### src/rtl/systolic_skew_feeder_pkg.sv
// systolic_skew_feeder_pkg: FSM encoding and default array geometry shared with the PE array
package systolic_skew_feeder_pkg;
  typedef enum logic [1:0] {
    IDLE   = 2'd0,
    STREAM = 2'd1,
    DRAIN  = 2'd2,
    DONE   = 2'd3
  } state_t;
  localparam int DEF_N  = 4;
  localparam int DEF_DW = 8;
endpackage

### src/rtl/systolic_skew_feeder_delay_line.sv
// skew_delay_line: {valid,data} shift register of DEPTH stages, advancing every cycle
module skew_delay_line #(
  parameter int DEPTH = 1,
  parameter int DW    = 8
) (
  input  logic          clk,
  input  logic          rst,
  input  logic          in_valid,
  input  logic [DW-1:0] in_data,
  output logic          out_valid,
  output logic [DW-1:0] out_data
);
  logic [DEPTH-1:0]         v;
  logic [DEPTH-1:0][DW-1:0] d;
  always_ff @(posedge clk or negedge rst)
    if (!rst) begin
      v <= '0;
      d <= '0;
    end else begin
      v[0] <= in_valid;
      d[0] <= in_data;
      for (int k = 1; k < DEPTH; k++) begin
        v[k] <= v[k-1];
        d[k] <= d[k-1];
      end
    end
  assign out_valid = v[DEPTH-1];
  assign out_data  = d[DEPTH-1];
endmodule

### src/rtl/systolic_skew_feeder.sv
// systolic_skew_feeder: delays lane i by i cycles to form the PE array's diagonal input wavefront
module systolic_skew_feeder
  import systolic_skew_feeder_pkg::*;
#(
  parameter int N  = DEF_N,
  parameter int DW = DEF_DW,
  parameter int CW = 16
) (
  input  logic          clk,
  input  logic          rst,
  input  logic          start,
  input  logic          in_valid,
  output logic          in_ready,
  input  logic [N*DW-1:0] in_data,
  input  logic          in_last,
  output logic [N*DW-1:0] out_data,
  output logic [N-1:0]  out_valid,
  output logic          busy,
  output logic          done,
  output logic [CW-1:0] beat_count
);
  localparam int DCW = N > 1 ? $clog2(N) : 1;
  state_t         state, next;
  logic [DCW-1:0] dcnt;
  logic           accept;
  assign in_ready = state == STREAM;
  assign accept   = in_valid && in_ready;
  assign busy     = state != IDLE;
  assign done     = state == DONE;
  always_comb begin
    next = state;
    unique case (state)
      IDLE:    next = start ? STREAM : IDLE;
      STREAM:  next = accept && in_last ? (N > 1 ? DRAIN : DONE) : STREAM;
      DRAIN:   next = dcnt == DCW'(N - 2) ? DONE : DRAIN;
      DONE:    next = IDLE;
      default: next = IDLE;
    endcase
  end
  always_ff @(posedge clk or negedge rst)
    if (!rst) begin
      state      <= IDLE;
      dcnt       <= '0;
      beat_count <= '0;
    end else begin
      state <= next;
      dcnt  <= state == DRAIN ? dcnt + 1'b1 : '0;
      if (state == IDLE && start) beat_count <= '0;
      else if (accept && beat_count != '1) beat_count <= beat_count + 1'b1;
    end
  // Non-accepted slots inject zeros so invalid outputs always carry data 0
  for (genvar i = 0; i < N; i++) begin : g_lane
    skew_delay_line #(.DEPTH(i + 1), .DW(DW)) u_line (
      .clk       (clk),
      .rst       (rst),
      .in_valid  (accept),
      .in_data   (accept ? in_data[i*DW +: DW] : '0),
      .out_valid (out_valid[i]),
      .out_data  (out_data[i*DW +: DW])
    );
  end
endmodule

### config.mk
export PLATFORM = sky130hd
export DESIGN_NAME = systolic_skew_feeder
export DESIGN_NICKNAME = d
export VERILOG_FILES = /design/src/rtl/systolic_skew_feeder_pkg.sv /design/src/rtl/systolic_skew_feeder_delay_line.sv /design/src/rtl/systolic_skew_feeder.sv
export SDC_FILE = /design/constraint.sdc
export NUM_CORES = 1
export LEC_CHECK = 0
export CAP_MARGIN = 30
export CORE_ASPECT_RATIO = 0.75
export CORE_UTILIZATION = 35
export DETAILED_ROUTE_END_ITERATION = 10
export GPL_ROUTABILITY_DRIVEN = 0
export GPL_TIMING_DRIVEN = 0
export PLACE_DENSITY = 0.63
export SLEW_MARGIN = 10
export SYNTH_ARGS = -nofsm -noshare
export SYNTH_HDL_FRONTEND = slang
export SYNTH_SLANG_ARGS = --single-unit
### constraint.sdc
create_clock -name clk -period 2.2 [get_ports clk]
set_input_delay 0.44 -clock clk [delete_from_list [all_inputs] [get_ports clk]]
set_output_delay 0.44 -clock clk [all_outputs]
set_load 0.05 [all_outputs]
==> summary by stage, run 1 <==
Global routing
The sum of overflow across all layers after global routing is 0. The layer with the highest usage after global routing is met2. The met3 global-route usage is 4.29%.

The overall global routing resource usage is a little over an eighth. Entering global routing, the biggest net connects 57 pins. The met1 track demand over resource in global routing is 17.0%.

The number of global-route vias before repair is 2248. The global routing met2 resource utilization is about a fifth. The number of antenna violations at the first check in global routing is 0. The wire length of the first global-routing pass is 10900 µm.

Placed design
Port buffering added 91 buffers. Detailed placement finished with a half-perimeter wire length of between 4000 and 5000 µm. OpenSTA, run right after detailed placement, puts the worst setup slack at -0.157 ns. The placed cell count is 504.

Clocking
Counting every sink on the clock net gives 104. The clock passes through at most 2 buffers. Hold repair after CTS inserted 0 buffers.

The clock latency reported for the late side of the worst-skew pair is 0.35 ns. Buffers added to address setup during post-CTS repair amount to 0. Gates resized during post-CTS repair numbered 1. The cell at the root of the clock tree is sky130_fd_sc_hd__clkbuf_16. The clock tree synthesis step divided the H-tree into 3 levels. After clock tree synthesis, the clock-pin slew on the worst setup and hold paths is 0.07 ns. The clock tree from TritonCTS is yes. The total clock buffers created by CTS is 9.

STA
Setup repair after global routing left no endpoint under its margin. The actual transition at the worst max-transition pin is 0.623 ns. The post-layout minimum cycle time is 2.15 ns.

The clock tree skew after final layout is 0.00447 ns. The setup slack of the critical path after layout is 0.0539 ns. The maximum clock rate is approximately 470 MHz. The relative slew slack is 58.5%.

In the finished design, the share of the clock period the worst path needs comes to 97.6%. The smallest hold slack is 0.0983 ns. Setup violations remaining at the end of the flow were counted as 0. The number of hold violations in the final report is 0. The number of slew-limit violations in the final report came to 0.

Finish
After the last flow step, the layout net total stands at approximately 420. The share of final-layout standard cells stronger than drive strength 1 is 16.1%. The area of the multi-input gates is 808 µm².

The final antenna diode count is 0. The final-layout fill cell count is 902. Across the whole layout, storage elements account for 0.00261 mm².

Leaving out filler cells and counting taps, the final layout contains 520. The area growth from synthesis to final layout is 38.9%.

Routing
In the final routed layout, each cell accounts on average for 12.9 µm. For this run, design rule violations remaining after detail routing come to 0. The first detailed-routing pass took 4 iterations. Once detail routing completed, the nets flagged for antenna violations numbered 0. The via count is 2299. The wire length reported by the detailed router is 6700 µm. The via density per instance is 4.42. The violation count after the first detailed-route iteration is 155.

Critical path
The path length in cells of the critical path is 1. The worst setup path is launched from a flop. The slowest cell on the critical path is sky130_fd_sc_hd__clkdlybuf4s50_1. Data arrives at the worst endpoint at about 1.7 ns. The stage delay of the slowest cell on the critical path is 0.87 ns. The worst setup path is of the reg -> out kind. Traced cell by cell, the critical path runs through clkdlybuf4s50_1.

Counting cells, the worst reg-to-reg path comes to 5. The kind of cell with the highest combined delay on the critical path is buffers and inverters. STA classifies the critical path endpoint as an output port.

At the worst endpoint, the required time is 1.76 ns. Counting both buffers and inverters, the worst setup path holds a total of 1. In this run the worst path has a maximum fanout of 8.

Synth
Synthesis inferred 104 register bits. The number of instances in the synthesized netlist is 276. The compound-gate portion of the synthesized area is 4.32%.

The most common cell in the netlist is sky130_fd_sc_hd__dfrtp_1. The share of synthesized registers carrying an async set or reset is between 90% and 100%. The post-synthesis simple-gate area fraction is 15.0%.

The mapped netlist covers between 0.003 and 0.004 mm². The share of synthesized area in the top cell type comes to 70.7%. The average instance in the mapped netlist occupies 13.3 µm². The synthesized netlist devotes 0% of its cell area to XOR and XNOR gates.

The combinational family with the most area after synthesis is simple AND/OR/NAND/NOR gates. For this run, the register share of the synthesized area comes to 70.7%. The number of warnings issued by yosys is 0. The synthesized netlist devotes 0.680% of its cell area to adder and majority cells. The number of enable-type register cells in the synthesized netlist is 0. The commonest cells after synthesis are sky130_fd_sc_hd__dfrtp_1, sky130_fd_sc_hd__and2_1, sky130_fd_sc_hd__buf_4.

The number of nets in the synthesized netlist is 315. By area the synthesized netlist is led by sky130_fd_sc_hd__dfrtp_1, sky130_fd_sc_hd__buf_4, sky130_fd_sc_hd__and2_1, sky130_fd_sc_hd__nand3_1, sky130_fd_sc_hd__a21oi_1. Among all flip-flop cells after synthesis, the most frequent one is sky130_fd_sc_hd__dfrtp_1. Of the post-synthesis cell area, the part taken by muxes is 1.80%. The number of distinct library cells after synthesis is 37.

The library cell with the largest summed area after synthesis is sky130_fd_sc_hd__dfrtp_1.

Floorplan
The die covers 0.0109 mm². Once the floorplan was initialized, standard cells occupied 35.9% of the core. The standard-cell row count is 32.

The total core area is 0.0102 mm². The floorplan step set the die width to 120 µm. The die outline height is 90.8 µm. For this design the top-level I/O count stands at 92.

Pwr
Across the VDD grid, the largest voltage drop is 664 µV. The power density of the placed cells is 1110 mW/mm². The static power due to leakage is 2.37 nW.

Worst hold path
The path category of the worst min-delay check is in -> async.

Outcome
The flow ran to the end, and the final reports show no timing, DRC or antenna violations.

Flow run
Max-cap violations in this run came to 0.
routing by layer:
| layer | routed length (µm) | part of all wire (%) |
|---|---|---|
| met1 | 3010 | 45 |
| met2 | 3090 | 46 |
| met3 | 471 | 7.0 |
| met4 | 126 | 1.9 |
| met5 | 0 | 0 |
cell type report:
class | count | share of cell area [%]
multi-input combinational | 128 | 15.8
buffer | 35 | 4.75
sequential | 104 | 51.0
clock buffer | 9 | 4.41
timing repair buffer | 92 | 18.4
tap | 136 | 3.33
clock inverter | 7 | 1.69
inverter | 9 | 0.661
report_power, final:
group	switching, mW	internal (mW)
Combinational	1.03	0.621
Sequential	0.143	2.25
Clock	0.738	0.904
metrics by stage:
stage	total power, mW	utilization (%)	instance area, µm²	TNS, ns
3_5_place_dp	4.12	46.7	4790	-1.63
2_1_floorplan	3.52	-	3680	0
6_report	5.68	49.9	5110	0
4_1_cts	5.76	49.8	5100	0
5_1_grt	5.94	49.9	5110	0
3_3_place_gp	4.08	46.5	4760	-321.22
kinds of logic (layout without fill, tap and decap cells):
logic type      count (synthesis)  count (layout)
flops                         104             104
simple gates                   94              94
buf+inv                        44             152
compound gates                 26              26
mux                             6               6
fa+ha+maj                       2               2
worst paths after layout:
| path | start | endpoint | slack (ns) |
|---|---|---|---|
| hold / removal | rst | g_lane[1].u_line.out_data[1] | 0.1 |
| setup / recovery | beat_count[2] | beat_count[2] | 0.05 |
| min in group clk | g_lane[3].u_line.d[10] | g_lane[3].u_line.d[18] | 0.35 |
| setup reg to reg | beat_count[0] | beat_count[13] | 0.16 |
| hold reg to reg | g_lane[3].u_line.d[10] | g_lane[3].u_line.d[18] | 0.35 |
| max in group asynchronous | rst | beat_count[1] | 1.40 |
cell usage in the layout (no fill, tap or decap), types with 6 or more instances in the layout:
cell type	instances
sky130_fd_sc_hd__clkdlybuf4s50_1	87
sky130_fd_sc_hd__buf_4	30
sky130_fd_sc_hd__dfrtp_1	102
sky130_fd_sc_hd__nand2_1	9
sky130_fd_sc_hd__a21oi_1	8
sky130_fd_sc_hd__nand3_1	11
sky130_fd_sc_hd__inv_1	9
sky130_fd_sc_hd__and2_1	34
sky130_fd_sc_hd__o21ai_0	6
sky130_fd_sc_hd__nor2_1	9
sky130_fd_sc_hd__clkbuf_16	9
sky130_fd_sc_hd__nand4_1	6
flip-flops by register name (all words and copies together), names as in the netlist, named ones only:
name / count
g_lane.u_line.d: 48
g_lane.u_line.out_data: 32
beat_count: 16
g_lane.u_line.v: 4
dcnt: 2
state: 1
Power figures use the tool's default switching activity.
==> run 2: changes to the inputs <==
Settings changed: CELL_PAD_IN_SITES_DETAIL_PLACEMENT set to 0, CELL_PAD_IN_SITES_GLOBAL_PLACEMENT set to 2, CORE_UTILIZATION 35 to 32, PLACE_DENSITY 0.63 to 0.81.
==> run 2 against run 1 <==
Die area rose by 9.2%. Utilization is 3.7 points lower. Register-to-register slack hardly changed. Sequential share of layout area barely moved. Routed wire length increased by 3.3%. Non-clock buffer count unchanged. First-iteration DRC count fell by 52%. Critical path depth unchanged. Largest power group unchanged. Critical path type unchanged.
==> summary by stage, run 2 (same netlist as run 1, synthesis figures left out) <==
Critical path
The critical path class is reg -> out (unchanged). The maximum fanout along the worst path is 7 (was 8). The critical path capture point type was an output port (unchanged). The buffering stage count on the worst path with inverters included is 1 (unchanged). Cell chain of the critical path: clkdlybuf4s50_1 (unchanged). The required time of the critical path is 1.76 ns (about the same). The slowest cell on the critical path is sky130_fd_sc_hd__clkdlybuf4s50_1 (unchanged). The stage delay of the slowest cell on the critical path was 0.87 ns (about the same). The data arrival time of the worst path was 1.69 ns (was 1.71 ns). The startpoint kind of the worst setup timing path is a flop (unchanged). The kind of cell with the highest combined delay on the critical path is buffers and inverters (unchanged).

Routing
The via count came to 2321 (was 2299). The violation count after the first detailed-route iteration came to 75 (was 155). The detailed-router iteration count before antenna repair came to 4 (unchanged). The via density per instance is 4.44 (was 4.42). The detailed-route wire length per cell came to 13.2 µm (was 12.9 µm). The count of antenna-violating nets left after detailed routing is 0 (unchanged). The wire length reported by the detailed router came to 6920 µm (was 6700 µm).

The residual DRC count came to 0 (unchanged).

STA
The actual transition at the worst max-transition pin was 0.674 ns (was 0.623 ns). The maximum clock rate is 470 MHz (was 466 MHz). The final number of setup-violating endpoints is 0 (unchanged). The clock tree skew after final layout is 0.00732 ns (was 0.00447 ns). The post-layout minimum cycle time is 2.13 ns (was 2.15 ns). The number of slew-limit violations in the final report is 0 (unchanged). The relative slew slack is 55.1% (was 58.5%). The ratio of final minimum period to clock period was 96.8% (was 97.6%). Unrepaired setup endpoints after global routing: no (unchanged). The number of hold violations in the final report is 0 (unchanged). The setup slack of the critical path after layout is 0.0714 ns (was 0.0539 ns).

Finish
The final-layout fill cell count is 1019 (was 902). Leading cell types in the layout, fill and taps excluded: sky130_fd_sc_hd__dfrtp_1, sky130_fd_sc_hd__clkdlybuf4s50_1, sky130_fd_sc_hd__and2_1 (unchanged). The area of the multi-input gates is 808 µm² (unchanged).

The share of final-layout standard cells stronger than drive strength 1 is 15.9% (was 16.1%). The largest register by flop count is g_lane.u_line.d (unchanged). The core utilization of the finished layout was 46.2% (was 49.9%).

The area growth from synthesis to final layout is 38.9% (about the same). The number of nets in the layout is 418 (unchanged). The most common cell after layout, fill and taps aside is sky130_fd_sc_hd__dfrtp_1 (unchanged). The area occupied by registers came to 0.00261 mm² (unchanged). The number of flip-flops under the largest register name was 48 (unchanged). The final antenna diode count is 0 (unchanged).

Flow run
The number of max-cap violations came to 0 (unchanged).

Global routing
The largest net degree at the start of global routing is 54 (was 57). The number of antenna violations at the first check in global routing is 0 (unchanged). The number of global-route vias before repair was 2117 (was 2248).

The overall global routing resource usage was 12.4% (was 13.2%). The sum of overflow across all layers after global routing is 0 (unchanged). The wire length of the first global-routing pass came to 11100 µm (was 10900 µm).

Worst hold path
The path category of the worst min-delay check is in -> async (unchanged).

Clocking
The cell at the root of the clock tree is sky130_fd_sc_hd__clkbuf_16 (unchanged). The number of buffers inserted to repair setup after CTS is 0 (unchanged). The total clock sinks is 104 (unchanged). The clock tree from TritonCTS was yes (unchanged). The number of buffers on the longest clock path is 2 (unchanged). The clock latency reported for the late side of the worst-skew pair is 0.34 ns (was 0.35 ns).

The number of hold buffers added after cts is 0 (unchanged). The clock-pin slew of the registers on the worst-case setup and hold paths is 0.07 ns (about the same). The total number of H-tree levels is 3 (unchanged).

The total clock buffers created by CTS is 9 (unchanged). The total of cells resized after clock tree synthesis is 1 (unchanged).

Floorplan
The starting density of the core is 33.3% (was 35.9%). The standard-cell row count was 33 (was 32). The I/O pin count is 92 (unchanged).

The horizontal die dimension was 126 µm (was 120 µm). The die outline height was 94.9 µm (was 90.8 µm). The area of the die was 0.0119 mm² (was 0.0109 mm²).

The total core area came to 0.0111 mm² (was 0.0102 mm²).

Pwr
The peak supply drop is 641 µV (was 664 µV). The static power due to leakage was 2.40 nW (was 2.37 nW). The power density of the placed cells came to 1100 mW/mm² (was 1110 mW/mm²).

The total power consumption of the routed design is 5.64 mW (was 5.68 mW).

Placed design
The half-perimeter wire length after detailed placement was 4800 µm (was 4630 µm). The number of I/O port buffers is 91 (unchanged). The pre-CTS setup slack came to -0.127 ns (was -0.157 ns).

Outcome
Result of the run: finished clean (unchanged).
==> run 2: changes by cell type in the layout (fill, tap and decap cells not counted) <==
cell                              delta
sky130_fd_sc_hd__dlymetal6s2s_1      +2
sky130_fd_sc_hd__clkdlybuf4s50_1     -2
sky130_fd_sc_hd__inv_6               -1
==> run 2: per-layer routing <==
layer  track usage [%]  vias up  wire length [µm]
li1                  -     1096                 -
met1              17.0     1128              3460
met2              17.5       88              2920
met3              5.10        9               470
met4              4.82        0                77
met5                 0        -                 0
==> run 2: final cells by class <==
cell class | count | area share (%)
multi-input cells | 128 | 15.8
plain buffers | 35 | 4.75
clock buffers | 9 | 4.41
inverters | 9 | 0.661
flip-flops and latches | 104 | 51.0
repair buffers | 92 | 18.5
well taps | 140 | 3.43
clock inverters | 6 | 1.52
==> run 2: per-stage QoR <==
stage | setup TNS (ns) | hold slack, ns | cell area [µm²] | std cells
global route | 0 | 0.174 | 5110 | 523
floorplan | 0 | 0.144 | 3680 | 276
global placement | -325.35 | 0.331 | 4770 | 507
detailed placement | -2.20 | 0.335 | 4790 | 508
finish | 0 | 0.132 | 5110 | 523
CTS | 0 | 0.152 | 5100 | 523
==> run 2: report_power, final <==
| part | internal [mW] | switching, mW |
|---|---|---|
| sequential | 2.25 | 0.143 |
| clock | 0.893 | 0.698 |
| combinational | 0.620 | 1.04 |
==> run 2: final timing paths <==
check,from,end,slack [ns],depth (start not counted)
setup / recovery,beat_count[3],beat_count[3],0.07,1
hold / removal,rst,g_lane[1].u_line.out_data[3],0.13,1
setup reg to reg,beat_count[0],beat_count[13],0.15,5
hold reg to reg,g_lane[3].u_line.d[6],g_lane[3].u_line.d[14],0.34,0
max in group asynchronous,rst,beat_count[1],1.37,2
min in group clk,g_lane[3].u_line.d[6],g_lane[3].u_line.d[14],0.34,0
==> run 3: changes to the inputs <==
Settings changed: CORE_MARGIN set to 4.
==> run 3 against run 2 <==
Sequential cell count unchanged. Setup slack improved by 0.013 ns. Hold slack better by 0.22 ns. Sequential power hardly changed. Combinational power hardly changed. Routed wire length up 4.4%. Sequential share of layout area is 0.075 points higher. Clock skew hardly changed. Register-to-register slack is essentially flat. Die area is 11% higher. Critical path type unchanged. Critical endpoint is now beat_count[5].
==> summary by stage, run 3 (same netlist as run 1, synthesis figures left out) <==
Critical path
The maximum fanout along the worst path is 8 (was 7). The critical path capture point type is an output port (unchanged). The required time of the critical path is 1.76 ns (about the same). Cell chain of the critical path: clkdlybuf4s50_1 (unchanged). The startpoint of the worst register-to-register path was beat_count[0] (unchanged). The critical path class is reg -> out (unchanged). The startpoint kind of the worst setup timing path is a flop (unchanged). The kind of cell with the highest combined delay on the critical path is buffers and inverters (unchanged). The data arrival time of the worst path is 1.68 ns (was 1.69 ns).

The buffering stage count on the worst path with inverters included is 1 (unchanged). The critical path launch point is beat_count[5] (was beat_count[3]). The slowest cell on the critical path was sky130_fd_sc_hd__clkdlybuf4s50_1 (unchanged). The stage delay of the slowest cell on the critical path came to 0.86 ns (was 0.87 ns).

Outcome
Result of the run: finished clean (unchanged).

Finish
The number of flip-flops under the largest register name came to 48 (unchanged). The number of nets in the layout is 419 (was 418). The most common cell after layout, fill and taps aside is sky130_fd_sc_hd__dfrtp_1 (unchanged).

The core utilization of the finished layout was 46.1% (was 46.2%). The final-layout fill cell count is 984 (was 1019). The area growth from synthesis to final layout was 38.7% (was 38.9%). The final design instance area without fill is 0.00510 mm² (was 0.00511 mm²). The filler-free cell count of the finished design was 524 (was 523).

The largest register by flop count is g_lane.u_line.d (unchanged). The final antenna diode count was 0 (unchanged). Leading cell types in the layout, fill and taps excluded: sky130_fd_sc_hd__dfrtp_1, sky130_fd_sc_hd__clkdlybuf4s50_1, sky130_fd_sc_hd__and2_1 (unchanged). The share of final-layout standard cells stronger than drive strength 1 is 15.9% (about the same).

Routing
The via count was 2284 (was 2321). The residual DRC count was 0 (unchanged). The violation count after the first detailed-route iteration was 83 (was 75). The count of antenna-violating nets left after detailed routing is 0 (unchanged). The detailed-router iteration count before antenna repair came to 4 (unchanged). The wire length reported by the detailed router is 7230 µm (was 6920 µm). The via density per instance is 4.36 (was 4.44). The detailed-route wire length per cell is 13.8 µm (was 13.2 µm).

Floorplan
The I/O pin count is 92 (unchanged). The total core area came to 0.0111 mm² (unchanged). The standard-cell row count is 33 (unchanged). The die outline height came to 101 µm (was 94.9 µm). The area of the die is 0.0133 mm² (was 0.0119 mm²). The starting density of the core is 33.3% (unchanged).

The horizontal die dimension is 132 µm (was 126 µm).

STA
The actual transition at the worst max-transition pin is 0.567 ns (was 0.674 ns). The relative slew slack is 62.1% (was 55.1%). The clock tree skew after final layout came to 0.00734 ns (was 0.00732 ns). The final number of setup-violating endpoints is 0 (unchanged). The total negative slack for setup checks is 0 ns (unchanged). The number of hold violations in the final report was 0 (unchanged). The number of slew-limit violations in the final report came to 0 (unchanged). The post-layout minimum cycle time is 2.12 ns (was 2.13 ns). Unrepaired setup endpoints after global routing: no (unchanged).

The ratio of final minimum period to clock period was 96.2% (was 96.8%). The maximum clock rate is 473 MHz (was 470 MHz).

Pwr
The peak supply drop was 597 µV (was 641 µV). The static power due to leakage came to 2.41 nW (was 2.40 nW). The power density of the placed cells is 1090 mW/mm² (was 1100 mW/mm²).

Clocking
The number of buffers on the longest clock path is 2 (unchanged). The clock-pin slew of the registers on the worst-case setup and hold paths is 0.07 ns (about the same). The total clock buffers created by CTS is 9 (unchanged). The clock tree from TritonCTS was yes (unchanged). The cell at the root of the clock tree was sky130_fd_sc_hd__clkbuf_16 (unchanged). The total number of H-tree levels was 3 (unchanged).

The clock latency reported for the late side of the worst-skew pair is 0.34 ns (about the same). The total clock sinks is 104 (unchanged).

Global routing
The wire length of the first global-routing pass is 12000 µm (was 11100 µm). The number of global-route vias before repair is 2317 (was 2117). The number of antenna violations at the first check in global routing was 0 (unchanged). The sum of overflow across all layers after global routing is 0 (unchanged).

The largest net degree at the start of global routing is 76 (was 54). The overall global routing resource usage came to 11.5% (was 12.4%).

Placed design
The number of I/O port buffers is 91 (unchanged). The post-placement cell area is 0.00480 mm² (was 0.00479 mm²). The half-perimeter wire length after detailed placement came to 4980 µm (was 4800 µm). The placed cell count is 508 (unchanged).

Flow run
The number of max-cap violations is 0 (unchanged).

Worst hold path
The start point of the worst min-delay path is g_lane[2].u_line.d[2]. The path category of the worst min-delay check is reg -> reg (was in -> async).
## run 3: cell types whose count changed in the layout (fill, tap and decap cells not counted), sizes merged
| cell | previous run | this run |
|---|---|---|
| bufinv | 1 | 0 |
| clkdlybuf4s50 | 85 | 84 |
| dlygate4sd3 | 0 | 1 |
| dlymetal6s2s | 4 | 5 |
| inv | 11 | 12 |
## run 3: layout make-up
class | count | area, µm² | area share [%]
Clock inverter | 6 | 53.8 | 1.05
Clock buffer | 9 | 225 | 4.41
Buffer | 35 | 243 | 4.75
Timing Repair Buffer | 93 | 961 | 18.8
Inverter | 9 | 33.8 | 0.662
Multi-Input combinational cell | 128 | 808 | 15.8
Sequential cell | 104 | 2610 | 51.0
Tap cell | 140 | 175 | 3.43
## run 3: final timing paths
| kind | to | cells past startpoint | slack (ns) |
|---|---|---|---|
| max | beat_count[5] | 1 | 0.08 |
| min | g_lane[2].u_line.d[10] | 0 | 0.35 |
| max reg2reg | beat_count[13] | 5 | 0.16 |
| min reg2reg | g_lane[2].u_line.d[10] | 0 | 0.35 |
| max in group asynchronous | beat_count[1] | 3 | 1.01 |
| min in group asynchronous | g_lane[2].u_line.out_data[1] | 2 | 0.53 |
## run 3: per-layer routing
| metal | GRT usage [%] | share of wire (%) | up-vias |
|---|---|---|---|
| met3 | 3.89 | 5.4 | 9 |
| met4 | 4.36 | 1.4 | 0 |
| met5 | 0 | 0 | - |
| met2 | 17.5 | 45 | 73 |
| met1 | 15.5 | 49 | 1099 |
| li1 | - | - | 1103 |
## run 3: stage by stage
step	hold WS, ns	total power [mW]	worst slack, ns
2_1_floorplan	0.144	3.52	0.101
6_report	0.348	5.55	0.0844
4_1_cts	0.351	5.65	0.00681
5_1_grt	0.353	5.84	0.00852
3_3_place_gp	0.332	4.09	-3.50
3_5_place_dp	0.331	4.13	-0.151
## run 3: what timing repair did
item / CTS / global route
endpoints found under the hold margin: 29 / 0
hold buffers: 1 / 0
setup buffers: 0 / 0
gates resized for setup: 1 / 6
setup endpoints to repair: 1 / 10
## run 3: power breakdown
group | switching (mW) | leakage, nW | internal (mW) | total, mW
Sequential | 0.147 | 1.40 | 2.25 | 2.39
Clock | 0.713 | 0.140 | 0.783 | 1.50
Combinational | 1.04 | 0.868 | 0.622 | 1.67
Total | 1.90 | 2.41 | 3.65 | 5.55
